===== config.mk =====
export PLATFORM = sky130hd
export DESIGN_NAME = sram_bank_sequencer
export DESIGN_NICKNAME = d
export VERILOG_FILES = /design/src/rtl/sram_seq_pkg.sv /design/src/rtl/bennett_edge_detect.sv /design/src/rtl/sram_bank_sequencer.sv
export SDC_FILE = /design/constraint.sdc
export NUM_CORES = 1
export LEC_CHECK = 0
export CAP_MARGIN = 25
export CORE_ASPECT_RATIO = 1.1
export CORE_UTILIZATION = 48
export CTS_BUF_LIST = sky130_fd_sc_hd__clkbuf_4 sky130_fd_sc_hd__clkbuf_8 sky130_fd_sc_hd__clkbuf_16
export DETAILED_ROUTE_END_ITERATION = 6
export HOLD_SLACK_MARGIN = 0.15
export PLACE_DENSITY_LB_ADDON = 0.1
export SYNTH_ARGS = -nofsm -noshare
export SYNTH_HDL_FRONTEND = slang
export SYNTH_HIERARCHICAL = 1
export SYNTH_SLANG_ARGS = --single-unit

===== constraint.sdc =====
create_clock -name clk -period 3.2 [get_ports clk]
set_input_delay 0.96 -clock clk [delete_from_list [all_inputs] [get_ports clk]]
set_output_delay 0.96 -clock clk [all_outputs]
set_load 0.02 [all_outputs]

===== src/rtl/sram_seq_pkg.sv =====
// Shared state encoding and Bennett phase assignments for the SRAM bank sequencer.
package sram_seq_pkg;

    typedef enum logic [3:0] {
        IDLE,
        ARM,
        ADDR,
        DATA,
        CTRL,
        EN,
        ENOFF,
        RWB,
        FIN
    } seq_state_t;

    localparam int PH_START = 0;
    localparam int PH_ADDR  = 2;
    localparam int PH_DATA  = 4;
    localparam int PH_CTRL  = 6;
    localparam int PH_WEN   = 8;
    localparam int PH_WOFF  = 9;

endpackage


===== src/rtl/bennett_edge_detect.sv =====
// Per-phase rise/fall detection of the Bennett phase bus, sampled on clk.
module bennett_edge_detect #(
    parameter int WIDTH = 10
) (
    input  logic             clk,
    input  logic             reset,
    input  logic [WIDTH-1:0] clkp,
    output logic [WIDTH-1:0] rise,
    output logic [WIDTH-1:0] fall
);

    logic [WIDTH-1:0] clkp_q_reg;

    // The delayed copy tracks the bus during reset too, so release never sees a stale edge.
    always_ff @(posedge clk) begin
        clkp_q_reg <= clkp;
    end

    generate
        for (genvar gi = 0; gi < WIDTH; gi++) begin : g_edge
            assign rise[gi] = reset &  clkp[gi] & ~clkp_q_reg[gi];
            assign fall[gi] = reset & ~clkp[gi] &  clkp_q_reg[gi];
        end
    endgenerate

endmodule


===== src/rtl/sram_bank_sequencer.sv =====
// Sequences one read/write request per Bennett cycle onto sram_2port_bank and returns its outputs.
module sram_bank_sequencer
    import sram_seq_pkg::*;
#(
    parameter int WIDTH   = 10,
    parameter int ADDR_W  = 5,
    parameter int DATA_W  = 16,
    parameter int TIMEOUT = 1024
) (
    input  logic              clk,
    input  logic              reset,
    input  logic [WIDTH-1:0]  clkp,
    input  logic              req_valid,
    output logic              req_ready,
    input  logic              req_write,
    input  logic [ADDR_W-1:0] req_addr_a,
    input  logic [ADDR_W-1:0] req_addr_b,
    input  logic [DATA_W-1:0] req_wdata,
    output logic [ADDR_W-1:0] addr_a,
    output logic [ADDR_W-1:0] addr_b,
    output logic [DATA_W-1:0] din,
    output logic              read_en,
    output logic              write_en,
    output logic              reg_wrt_bar,
    input  logic [DATA_W-1:0] dout_a,
    input  logic [DATA_W-1:0] dout_b,
    output logic              rsp_valid,
    output logic              rsp_err,
    output logic [DATA_W-1:0] rsp_data_a,
    output logic [DATA_W-1:0] rsp_data_b
);

    localparam int TO_W = (TIMEOUT > 1) ? $clog2(TIMEOUT) : 1;
    localparam int PH_W = (WIDTH > 1) ? $clog2(WIDTH) : 1;

    logic [WIDTH-1:0] rise, fall;

    bennett_edge_detect #(.WIDTH(WIDTH)) u_edge (
        .clk   (clk),
        .reset (reset),
        .clkp  (clkp),
        .rise  (rise),
        .fall  (fall)
    );

    seq_state_t        state_reg, state_next;
    logic              req_write_reg, req_write_next;
    logic [ADDR_W-1:0] req_addr_a_reg, req_addr_a_next;
    logic [ADDR_W-1:0] req_addr_b_reg, req_addr_b_next;
    logic [DATA_W-1:0] req_wdata_reg, req_wdata_next;
    logic [ADDR_W-1:0] addr_a_reg, addr_a_next;
    logic [ADDR_W-1:0] addr_b_reg, addr_b_next;
    logic [DATA_W-1:0] din_reg, din_next;
    logic              read_en_reg, read_en_next;
    logic              write_en_reg, write_en_next;
    logic              reg_wrt_bar_reg, reg_wrt_bar_next;
    logic              rsp_valid_reg, rsp_valid_next;
    logic              rsp_err_reg, rsp_err_next;
    logic [DATA_W-1:0] rsp_data_a_reg, rsp_data_a_next;
    logic [DATA_W-1:0] rsp_data_b_reg, rsp_data_b_next;
    logic [TO_W-1:0]   timeout_reg, timeout_next;
    logic [PH_W-1:0]   wait_phase;
    logic              use_fall;
    logic              edge_hit;

    always_comb begin
        state_next       = state_reg;
        req_write_next   = req_write_reg;
        req_addr_a_next  = req_addr_a_reg;
        req_addr_b_next  = req_addr_b_reg;
        req_wdata_next   = req_wdata_reg;
        addr_a_next      = addr_a_reg;
        addr_b_next      = addr_b_reg;
        din_next         = din_reg;
        read_en_next     = read_en_reg;
        write_en_next    = write_en_reg;
        reg_wrt_bar_next = reg_wrt_bar_reg;
        rsp_valid_next   = 1'b0;
        rsp_err_next     = 1'b0;
        rsp_data_a_next  = rsp_data_a_reg;
        rsp_data_b_next  = rsp_data_b_reg;
        wait_phase       = PH_W'(PH_START);
        use_fall         = 1'b0;

        // Only the single edge the current state waits on may advance it.
        case (state_reg)
            ADDR:    wait_phase = PH_W'(PH_ADDR);
            DATA:    wait_phase = PH_W'(PH_DATA);
            CTRL:    wait_phase = PH_W'(PH_CTRL);
            EN:      wait_phase = PH_W'(PH_WEN);
            ENOFF:   wait_phase = PH_W'(PH_WOFF);
            RWB: begin
                wait_phase = PH_W'(PH_CTRL);
                use_fall   = 1'b1;
            end
            FIN:     use_fall = 1'b1;
            default: ;
        endcase
        edge_hit = use_fall ? fall[wait_phase] : rise[wait_phase];

        case (state_reg)
            IDLE: if (req_valid) begin
                req_write_next  = req_write;
                req_addr_a_next = req_addr_a;
                req_addr_b_next = req_addr_b;
                req_wdata_next  = req_wdata;
                state_next      = ARM;
            end
            ARM: if (edge_hit) state_next = ADDR;
            ADDR: if (edge_hit) begin
                addr_a_next = req_addr_a_reg;
                addr_b_next = req_addr_b_reg;
                state_next  = DATA;
            end
            DATA: if (edge_hit) begin
                din_next   = req_write_reg ? req_wdata_reg : '0;
                state_next = CTRL;
            end
            CTRL: if (edge_hit) begin
                if (req_write_reg) reg_wrt_bar_next = 1'b1;
                else               read_en_next     = 1'b1;
                state_next = EN;
            end
            EN: if (edge_hit) begin
                if (req_write_reg) write_en_next = 1'b1;
                else               read_en_next  = 1'b0;
                state_next = ENOFF;
            end
            ENOFF: if (edge_hit) begin
                write_en_next = 1'b0;
                state_next    = req_write_reg ? RWB : FIN;
            end
            RWB: if (edge_hit) begin
                reg_wrt_bar_next = 1'b0;
                state_next       = FIN;
            end
            FIN: if (edge_hit) begin
                if (!req_write_reg) begin
                    rsp_data_a_next = dout_a;
                    rsp_data_b_next = dout_b;
                end
                rsp_valid_next = 1'b1;
                state_next     = IDLE;
            end
            default: state_next = IDLE;
        endcase

        // A stalled phase bus aborts the request and leaves the bank disabled.
        if (state_reg != IDLE && !edge_hit && timeout_reg == TO_W'(TIMEOUT - 1)) begin
            read_en_next     = 1'b0;
            write_en_next    = 1'b0;
            reg_wrt_bar_next = 1'b0;
            rsp_valid_next   = 1'b1;
            rsp_err_next     = 1'b1;
            state_next       = IDLE;
        end

        timeout_next = (state_reg == IDLE || state_next != state_reg) ? '0 : timeout_reg + 1'b1;
    end

    always_ff @(posedge clk) begin
        if (!reset) begin
            state_reg       <= IDLE;
            req_write_reg   <= 1'b0;
            req_addr_a_reg  <= '0;
            req_addr_b_reg  <= '0;
            req_wdata_reg   <= '0;
            addr_a_reg      <= '0;
            addr_b_reg      <= '0;
            din_reg         <= '0;
            read_en_reg     <= 1'b0;
            write_en_reg    <= 1'b0;
            reg_wrt_bar_reg <= 1'b0;
            rsp_valid_reg   <= 1'b0;
            rsp_err_reg     <= 1'b0;
            rsp_data_a_reg  <= '0;
            rsp_data_b_reg  <= '0;
            timeout_reg     <= '0;
        end else begin
            state_reg       <= state_next;
            req_write_reg   <= req_write_next;
            req_addr_a_reg  <= req_addr_a_next;
            req_addr_b_reg  <= req_addr_b_next;
            req_wdata_reg   <= req_wdata_next;
            addr_a_reg      <= addr_a_next;
            addr_b_reg      <= addr_b_next;
            din_reg         <= din_next;
            read_en_reg     <= read_en_next;
            write_en_reg    <= write_en_next;
            reg_wrt_bar_reg <= reg_wrt_bar_next;
            rsp_valid_reg   <= rsp_valid_next;
            rsp_err_reg     <= rsp_err_next;
            rsp_data_a_reg  <= rsp_data_a_next;
            rsp_data_b_reg  <= rsp_data_b_next;
            timeout_reg     <= timeout_next;
        end
    end

    assign req_ready   = (state_reg == IDLE);
    assign addr_a      = addr_a_reg;
    assign addr_b      = addr_b_reg;
    assign din         = din_reg;
    assign read_en     = read_en_reg;
    assign write_en    = write_en_reg;
    assign reg_wrt_bar = reg_wrt_bar_reg;
    assign rsp_valid   = rsp_valid_reg;
    assign rsp_err     = rsp_err_reg;
    assign rsp_data_a  = rsp_data_a_reg;
    assign rsp_data_b  = rsp_data_b_reg;

    a_en_exclusive: assert property (@(posedge clk) disable iff (!reset)
        !(read_en_reg && write_en_reg));

endmodule

Word level (Yosys, flattened, before mapping)
Cells that the tools add are included.

Add/sub/neg operators: 1. Magnitude comparators: 1. Equality and inequality tests: 18. Mux-type cells: 34. Bitwise logic cells: 62. Reduce and logical (&&, ||, !) cells: 20.

Operators by type and width (number): $mux 4 (11); $and 1x1->1 (40); $pmux 4 s9 (1); $not 1->1 (22); $pmux 4 s5 (1); $eq 4x3->1 const B (4); $mux 16 (1); $ne 2x2->1 const B (8); $mux 1 (15); $add 10x1->10 const B (1); $eq 10x10->1 const B (1); $bmux 1 s4 (2); $eq 4x2->1 const B (2); $reduce_and 4->1 (2); $reduce_or 2->1 (4); $pmux 1 s2 (3); $reduce_and 2->1 (3); $reduce_bool 2->1 (3); $lt 4x5->1 const B (1); $reduce_and 5->1 (1); $eq 4x1->1 const B (1); $eq 4x4->1 const B (1); $logic_not 4->1 (1); $ne 4x4->1 (1); 5 further kinds (6).

Register bits after elaboration: 114.

Logic depth before layout (Yosys ltp)
Gate-level depths: netlist of run 1.

Depth in word-level cells: 13. Gate-level depth with buffers: 9. Mapped depth without buffers: 8.

Modules after synthesis
The synthesis of run 1 kept the hierarchy.

Modules (own cells, without submodules): sram_bank_sequencer (times used 1, cells an instance 470, area an instance 4441.8 µm², sequential area each 2082.0 µm²); bennett_edge_detect (times used 1, cells an instance 32, area an instance 397.9 µm², sequential area each 200.2 µm²).

Worst setup path before layout of run 1
No wires, ideal clock.

Path type: input-to-reg. Start: input reset. End: register timeout_reg[2]. Setup time: 0.145 ns. Arrival: 2.576 ns. Required time: 3.055 ns. Path slack: 0.479 ns. Stages: 8. Cell sequence: buf_6 > and3b_1 > mux2_2 > a32o_1 > or2_1 > buf_2 > o21ai_4 > nor4_2.

Word-level cells in the longest chain between the ends: 12. Elaborated cells between the ends (all ways): 62.

Ends and longest elaborated chain: start: declaration (line sram_bank_sequencer.sv:11) `input logic reset,`; $and 1x1->1 (*) (2 in series) (line bennett_edge_detect.sv:21) `assign rise[gi] = reset & clkp[gi] & ~clkp_q_reg[gi];`; net rise[4] (line sram_bank_sequencer.sv:36) `logic [WIDTH-1:0] rise, fall;`; $bmux 1 s4 (*) (line sram_bank_sequencer.sv:99) `edge_hit = use_fall ? fall[wait_phase] : rise[wait_phase];`; $mux 1 (implied by the code) (*) (line sram_bank_sequencer.sv:99); $mux 1 (*) (line sram_bank_sequencer.sv:99); branches (longest 3 deep; another with $pmux 4 s9); $mux 4 (*) (line sram_bank_sequencer.sv:149) `if (state_reg != IDLE && !edge_hit && timeout_reg == TO_W'(TIMEOUT - 1)) begin`; $ne 4x4->1 (*) (line sram_bank_sequencer.sv:158) `timeout_next = (state_reg == IDLE || state_next != state_reg) ? '0 : timeout_reg + 1'b1;`; $logic_or 1x1->1 (*) (line sram_bank_sequencer.sv:158); $reduce_or 2->1 (no line) (*); end signal: assignment (line sram_bank_sequencer.sv:195) `timeout_reg <= timeout_next;`; end: declaration (line sram_bank_sequencer.sv:61) `logic [TO_W-1:0] timeout_reg, timeout_next;`.

Mark *: on every way through the listed nets, which the timed path passes. The select of a mux whose other input is x is not followed. A chain may end at the register's enable or synchronous reset.

Worst setup path in the final report of run 1
Start: input clkp[6]. End: register timeout_reg[8].

Word-level cells in the longest chain between the ends: 13. Elaborated cells between the ends (all ways): 26.

Ends and longest elaborated chain: start: declaration (line sram_bank_sequencer.sv:12) `input logic [WIDTH-1:0] clkp,`; $not 1->1 (*) (line bennett_edge_detect.sv:22) `assign fall[gi] = reset & ~clkp[gi] & clkp_q_reg[gi];`; $and 1x1->1 (*) (2 in series) (line bennett_edge_detect.sv:22); net fall[6] (line sram_bank_sequencer.sv:36); $bmux 1 s4 (*) (line sram_bank_sequencer.sv:99); $mux 1 (implied by the code) (*) (line sram_bank_sequencer.sv:99); $mux 1 (*) (line sram_bank_sequencer.sv:99); branches (longest 3 deep; another with $pmux 4 s9); $mux 4 (*) (line sram_bank_sequencer.sv:149); $ne 4x4->1 (*) (line sram_bank_sequencer.sv:158); $logic_or 1x1->1 (*) (line sram_bank_sequencer.sv:158); $reduce_or 2->1 (no line) (*).

Marked as above.

==> results.ini, run 1 <==
[pwr]
clkPwrFrac = 0.343
p_seq_frac = 0.560
p_comb_frac = 0.097
internal-power_mw = 1.92
switchingPower_mw = 0.607
power.density_mw_per_mm2 = 398
p_sw_frac = 0.240
ir_drop_v = 0.000309
p_leak_nw = 2.53
power_mw = 2.53

[finish]
final_area_sq_mm = 0.00635
multi_input_comb_area_sq_mm = 0.00226
seqCellArea_sq_mm = 0.00220
syn2layout_area_growth_pct = 36.1
nFillCells = 757
num_antenna_cells = 0
final_nets = 687
drive_gt1_frac = 0.0921

[sta]
hold_violations = 0
max-slew-margin-rel = 0.539
fin_crit_ns = 2.87
skew_ns = 0.0157
fin_crit_sh = 0.898
fmax_ghz = 0.348
setup_ws_ns = 0.327
finalSetupViolCount = 0
worstMarginPinSlew_ns = 0.692
slew_violations = 0
rsz0062_at_grt = no

[floorplanning]
fp.dieH_um = 105
die_width_um = 96.0
coreArea_sq_mm = 0.00940
start_util = 0.496
floorplan.io_pins = 136
num_rows = 37
die_area_sq_mm = 0.0101

[routing]
ant_nets = 0
drc = 0
wl_per_cell_um = 14.5
routed_wl_mm = 10.7
vias = 3809
first_pass_iters = 4
routed_via_density = 5.18
first_iter_violations = 167

[global_route]
grt_use_met3 = 0.0505
overflow = 0
grt_pass1_wl_mm = 17.2
grtUsageMet2 = 0.352
gr-usage-met1 = 0.284
top_usage_layer = met2
grt_antenna_before_repair = 0
grt_max_degree = 91
track_usage = 0.217
grt_pass1_vias = 3605

[placement]
dpl.hpwl_mm = 7.41
dpl_worst_slack_ns = -0.0722
placed_area_sq_mm = 0.00614
port_buffers = 131
place.gp.congestion = 0.888

[setup_path]
max_stage_delay_ns = 0.48
crit_path_end_kind = flip-flop
critPathSlowestCell = clkdlybuf4s50_1
worstPathBufferInverterCount = 1
rr_startpoint = state_reg[1]$_SDFF_PN0_
crit_path_start = clkp[6]
critPathKind = in -> reg
crit_family = simple AND/OR/NAND/NOR gates
critPathLaunchType = input port
path_cells = clkdlybuf4s50_1, and3b_1, mux2_2, a32o_1, or3_1, o311a_1, nor4_2
cp.required_ns = 3.48
crit_fanout = 10
cp.arrival_ns = 3.15

[hold_path]
hold_path.startpoint = req_addr_a_reg[4]$_SDFFE_PN0P_
hold_class = reg -> reg

[clock_tree]
postCtsSetupBuffers = 0
cts_tree = built
clkTransAtPathRegs_ns = 0.10
htree_levels = 3
cts_resized = 0
cts_num_sinks = 110
numCtsBuffers = 9
worstSkewPairLatency_ns = 0.37
ctsHoldBuffers = 0
root_buffer = clkbuf_8
cts.path.max_buffers = 2

[logic_synthesis]
synthesis.nets = 560
avgSynthCellArea_sq_um = 9.58
syn_area_sq_mm = 0.00466
syn_inst = 487
ys_warn_count = 6

[run_status]
status = finished, final reports clean

[flow_run]
cap_violations = 0

-- per-stage QoR --
stage	hold WS, ns	util	instances	setup TNS [ns]
detailed placement	0.458	0.653	720	-0.461
finish	0.468	0.676	736	0
floorplan	0.443	-	487	0
global route	0.489	0.676	736	0
CTS	0.472	0.676	736	0
global placement	0.450	0.653	720	0
-- tightest hold or removal path, cell delays in order (launching register included) --
cell	delay, ns
dfxtp_1	0.32
nand2_1	0.04
a21boi_0	0.06
-- worst paths after layout --
| kind | end | slack [ns] | cells past startpoint |
|---|---|---|---|
| setup / recovery | timeout_reg[8]$_SDFF_PP0_ | 0.33 | 7 |
| hold / removal | req_addr_a_reg[4]$_SDFFE_PN0P_ | 0.47 | 2 |
| hold reg to reg | req_addr_a_reg[4]$_SDFFE_PN0P_ | 0.47 | 2 |
| setup reg to reg | timeout_reg[8]$_SDFF_PP0_ | 0.78 | 7 |
-- power by group through the flow --
stage	Combinational (mW)	Clock [mW]	Sequential (mW)
2_1_floorplan	0.121	0	1.44
3_3_place_gp	0.243	0	1.44
3_5_place_dp	0.246	0	1.45
4_1_cts	0.248	0.903	1.41
5_1_grt	0.269	0.965	1.42
6_report	0.246	0.866	1.41
-- cell type report --
| class | count | area share |
|---|---|---|
| multi-input combinational | 335 | 0.357 |
| sequential | 110 | 0.347 |
| timing repair buffer | 152 | 0.236 |
| tap | 117 | 0.0231 |
| clock buffer | 10 | 0.0207 |
| clock inverter | 6 | 0.0126 |
| inverter | 6 | 0.00355 |
-- layer usage --
| metal | up-vias | share of wire |
|---|---|---|
| met1 | 1774 | 0.46 |
| met4 | 0 | 0.0089 |
| met5 | - | 0 |
| met3 | 6 | 0.068 |
| li1 | 1916 | - |
| met2 | 113 | 0.47 |
-- layout by cell type (no fill, tap or decap), types with 5 or more instances in the layout --
cell,count
nand3_1,25
nor4_2,10
clkdlybuf4s50_1,130
buf_4,18
nand2_1,80
and3b_1,10
dfxtp_1,110
clkbuf_8,9
nor2_1,11
mux2i_1,42
nor2b_1,46
inv_1,6
o21ai_0,6
a21boi_0,44
xnor2_1,5
Note: power is estimated with default switching activity, not from simulation.
==> run 2, diff against run 1 <==
--- a/config.mk
+++ b/config.mk
@@ -10,8 +10,10 @@
 export CORE_UTILIZATION = 48
 export CTS_BUF_LIST = sky130_fd_sc_hd__clkbuf_4 sky130_fd_sc_hd__clkbuf_8 sky130_fd_sc_hd__clkbuf_16
 export DETAILED_ROUTE_END_ITERATION = 6
+export GPL_ROUTABILITY_DRIVEN = 0
 export HOLD_SLACK_MARGIN = 0.15
 export PLACE_DENSITY_LB_ADDON = 0.1
+export SLEW_MARGIN = 30
 export SYNTH_ARGS = -nofsm -noshare
 export SYNTH_HDL_FRONTEND = slang
 export SYNTH_HIERARCHICAL = 1
==> results.ini, run 2 (synthesis gave the netlist of run 1 again) <==
[clock_tree]
ctsHoldBuffers = 0
cts.path.max_buffers = 2
worstSkewPairLatency_ns = 0.37
numCtsBuffers = 9
postCtsSetupBuffers = 0
cts_tree = built
htree_levels = 3
root_buffer = clkbuf_8
cts_num_sinks = 110
clkTransAtPathRegs_ns = 0.10
cts_resized = 0

[sta]
fin_crit_ns = 2.94
fin_setup_tns_ns = 0
fin_crit_sh = 0.918
slew_violations = 0
fmax_ghz = 0.340
skew_ns = 0.0148
hold_violations = 0
max-slew-margin-rel = 0.530
rsz0062_at_grt = no
finalSetupViolCount = 0
worstMarginPinSlew_ns = 0.705

[pwr]
clkPwrFrac = 0.322
p_leak_nw = 2.51
internal-power_mw = 1.85
p_comb_frac = 0.101
p_seq_frac = 0.577
power_mw = 2.45
ir_drop_v = 0.000189
p_sw_frac = 0.243
power.density_mw_per_mm2 = 388
switchingPower_mw = 0.595

[floorplanning]
die_area_sq_mm = 0.0101
floorplan.io_pins = 136
num_rows = 37
fp.dieH_um = 105
start_util = 0.496
die_width_um = 96.0
coreArea_sq_mm = 0.00940

[global_route]
track_usage = 0.215
grt_pass1_wl_mm = 17.1
grt_max_degree = 90
grt_pass1_vias = 3625
overflow = 0
grt_antenna_before_repair = 0

[placement]
dp.cells = 719
placed_area_sq_mm = 0.00613
port_buffers = 131
dpl.hpwl_mm = 7.41

[finish]
seqCellArea_sq_mm = 0.00220
final_area_sq_mm = 0.00632
layout_common_cells = clkdlybuf4s50_1, dfxtp_1, nand2_1
final_common_cell = clkdlybuf4s50_1
drive_gt1_frac = 0.0906
num_antenna_cells = 0
final_nets = 686
nFillCells = 798
multi_input_comb_area_sq_mm = 0.00226
syn2layout_area_growth_pct = 35.5
fin_cells = 735

[setup_path]
reg2reg_slack_ns = 0.73
max_stage_delay_ns = 0.43
cp.required_ns = 3.47
path_cells = clkdlybuf4s50_1, and3b_1, and4b_1, o21ai_1, a41oi_2, or3_1, o311a_1, nor4_2
critPathSlowestCell = clkdlybuf4s50_1
critPathLaunchType = input port
critPathKind = in -> reg
crit_fanout = 10
cp.arrival_ns = 3.21
crit_path_end_kind = flip-flop

[routing]
routed_via_density = 5.18
drc = 0
vias = 3806
ant_nets = 0
first_pass_iters = 4
wl_per_cell_um = 14.6
routed_wl_mm = 10.8
first_iter_violations = 236

[hold_path]
hold_class = reg -> reg

[run_status]
status = finished, final reports clean

[flow_run]
cap_violations = 0

==> run 2: cell types whose count changed in the layout (fill, tap and decap cells not counted), sizes merged <==
cell    previous run  this run
bufinv             1         0
clkbuf            10        11
clkinv             2         3
buf               22        21
inv                8         7
==> run 2: per-stage QoR <==
step	setup slack (ns)	hold WS (ns)	utilization
after detailed placement	-0.0904	0.459	0.652
after global routing	0.156	0.491	0.672
after CTS	0.296	0.472	0.672
after global placement	-0.0199	0.449	0.652
final	0.261	0.467	0.672
after floorplan	0.490	0.443	-
==> run 2: worst max-delay path: cells and delay by family <==
kind	cells	cell delay, ns
AND/OR/NAND/NOR	4	1.10
buffers and inverters	1	0.43
AO/OA/AOI/OAI	3	0.71
==> run 2: cell type report <==
class,instances,area share
flip-flops and latches,110,0.349
inverters,6,0.00357
multi-input cells,335,0.358
clock inverters,5,0.00673
well taps,117,0.0232
clock buffers,11,0.0230
repair buffers,151,0.236
==> run 2: power groups by stage <==
stage / Sequential (mW) / Combinational, mW / Clock [mW]
floorplan: 1.44 / 0.121 / 0
global placement: 1.44 / 0.243 / 0
detailed placement: 1.45 / 0.247 / 0
CTS: 1.41 / 0.249 / 0.813
global route: 1.42 / 0.268 / 0.880
finish: 1.41 / 0.247 / 0.789
==> run 2: worst paths after layout <==
kind,startpoint,endpoint,cells past startpoint
setup / recovery,clkp[9],timeout_reg[2]$_SDFF_PP0_,8
hold / removal,req_addr_a_reg[3]$_SDFFE_PN0P_,req_addr_a_reg[3]$_SDFFE_PN0P_,2
setup reg to reg,state_reg[0]$_SDFF_PN0_,timeout_reg[2]$_SDFF_PP0_,7
hold reg to reg,req_addr_a_reg[3]$_SDFFE_PN0P_,req_addr_a_reg[3]$_SDFFE_PN0P_,2
==> run 2: layer usage <==
metal | routed length (um) | global-route usage | up-vias
met5 | 0 | 0 | -
met1 | 4830 | 0.269 | 1765
met4 | 130 | 0.0736 | 0
met2 | 5040 | 0.356 | 116
met3 | 765 | 0.0548 | 11
li1 | - | - | 1914
==> run 3, diff against run 2 <==
--- a/config.mk
+++ b/config.mk
@@ -13,6 +13,7 @@
 export GPL_ROUTABILITY_DRIVEN = 0
 export HOLD_SLACK_MARGIN = 0.15
 export PLACE_DENSITY_LB_ADDON = 0.1
+export REMOVE_ABC_BUFFERS = 1
 export SLEW_MARGIN = 30
 export SYNTH_ARGS = -nofsm -noshare
 export SYNTH_HDL_FRONTEND = slang
==> results.ini, run 3 (synthesis gave the netlist of run 1 again) <==
[sta]
finalSetupViolCount = 0
slew_violations = 0
worstMarginPinSlew_ns = 0.633
rsz0062_at_grt = no
fmax_ghz = 0.341
fin_crit_sh = 0.917
setup_ws_ns = 0.266
hold_violations = 0
skew_ns = 0.0115
fin_crit_ns = 2.93
max-slew-margin-rel = 0.578
fin_setup_tns_ns = 0

[global_route]
grt_antenna_before_repair = 0
grt_pass1_vias = 3702
overflow = 0
track_usage = 0.218
grt_pass1_wl_mm = 17.2
grt_max_degree = 62

[placement]
port_buffers = 131
dpl.hpwl_mm = 7.41
dpl_worst_slack_ns = -0.108

[routing]
first_pass_iters = 4
drc = 0
routed_via_density = 5.20
routed_wl_mm = 10.7
vias = 3850
first_iter_violations = 130
wl_per_cell_um = 14.4
ant_nets = 0

[setup_path]
worstPathBufferInverterCount = 1
cp.arrival_ns = 3.21
crit_family = simple AND/OR/NAND/NOR gates
worst-path-stages = 7
critPathLaunchType = input port
critPathKind = in -> reg
max_stage_delay_ns = 0.48
path_cells = clkdlybuf4s50_1, and3b_1, mux2_2, a32o_1, or3_1, o311a_1, nor4_2
cp.required_ns = 3.48
crit_fanout = 10
critPathSlowestCell = clkdlybuf4s50_1
r2r_cells = 7
crit_path_end_kind = flip-flop

[finish]
layout_common_cells = clkdlybuf4s50_1, dfxtp_1, nand2_1
syn2layout_area_growth_pct = 36.9
nFillCells = 791
multi_input_comb_area_sq_mm = 0.00226
final_nets = 692
drive_gt1_frac = 0.0994
final_common_cell = clkdlybuf4s50_1
num_antenna_cells = 0
seqCellArea_sq_mm = 0.00220

[clock_tree]
cts.path.max_buffers = 2
cts_num_sinks = 110
clkTransAtPathRegs_ns = 0.09
postCtsSetupBuffers = 0
htree_levels = 3
ctsHoldBuffers = 0
worstSkewPairLatency_ns = 0.38
cts_tree = built
numCtsBuffers = 9
cts_resized = 0
root_buffer = clkbuf_8

[hold_path]
min_path_cells = 2
hold_class = reg -> reg

[floorplanning]
fp.dieH_um = 105
die_width_um = 96.0
start_util = 0.496
coreArea_sq_mm = 0.00940
die_area_sq_mm = 0.0101
floorplan.io_pins = 136
num_rows = 37

[run_status]
status = finished, final reports clean

[pwr]
p_seq_frac = 0.559
power.density_mw_per_mm2 = 396
switchingPower_mw = 0.586
clkPwrFrac = 0.342
ir_drop_v = 0.000244
internal-power_mw = 1.94
p_leak_nw = 2.56
p_comb_frac = 0.099
p_sw_frac = 0.232

[flow_run]
cap_violations = 0

## run 3: cell count changes in the layout (fill, tap and decap cells not counted), sizes merged
cell,delta
buf,+6
bufinv,+1
clkinv,-1
## run 3: worst min-delay path, stage by stage, from the launching register on
cell and delay, ns:
dfxtp_1 0.32, nand2_1 0.05, a21boi_0 0.06
## run 3: final cells by class
class	instances	area share
sequential	110	0.345
clock buffer	11	0.0237
clock inverter	5	0.00882
inverter	6	0.00353
tap	117	0.0229
timing repair buffer	157	0.241
multi-input combinational	335	0.355
## run 3: final timing paths
path	endpoint	slack [ns]	from
max	timeout_reg[9]$_SDFF_PP0_	0.27	clkp[6]
min	din[0]$_SDFFE_PN0P_	0.46	din[0]$_SDFFE_PN0P_
max reg2reg	timeout_reg[9]$_SDFF_PP0_	0.72	state_reg[0]$_SDFF_PN0_
min reg2reg	din[0]$_SDFFE_PN0P_	0.46	din[0]$_SDFFE_PN0P_
## run 3: power groups by stage
stage | sequential [mW] | combinational [mW] | clock (mW)
2_1_floorplan | 1.45 | 0.0912 | 0
6_report | 1.41 | 0.249 | 0.865
3_3_place_gp | 1.44 | 0.245 | 0
4_1_cts | 1.41 | 0.251 | 0.882
3_5_place_dp | 1.45 | 0.250 | 0
5_1_grt | 1.42 | 0.273 | 0.946
## run 3: per-stage QoR
step           total power [mW]  cells   util  cell area [sq um]  hold slack [ns]
2_1_floorplan              1.54    451      -               4480            0.443
3_3_place_gp               1.69    725  0.657               6170            0.448
3_5_place_dp               1.70    725  0.657               6170            0.453
4_1_cts                    2.55    741  0.679               6380            0.467
5_1_grt                    2.64    741  0.679               6380            0.489
6_report                   2.53    741  0.679               6380            0.462
## run 3: routing by layer
layer | share of wire | GRT usage | vias up
met4 | 0.021 | 0.106 | 0
met2 | 0.47 | 0.352 | 111
met1 | 0.44 | 0.269 | 1787
met5 | 0 | 0 | -
li1 | - | - | 1935
met3 | 0.066 | 0.0498 | 17
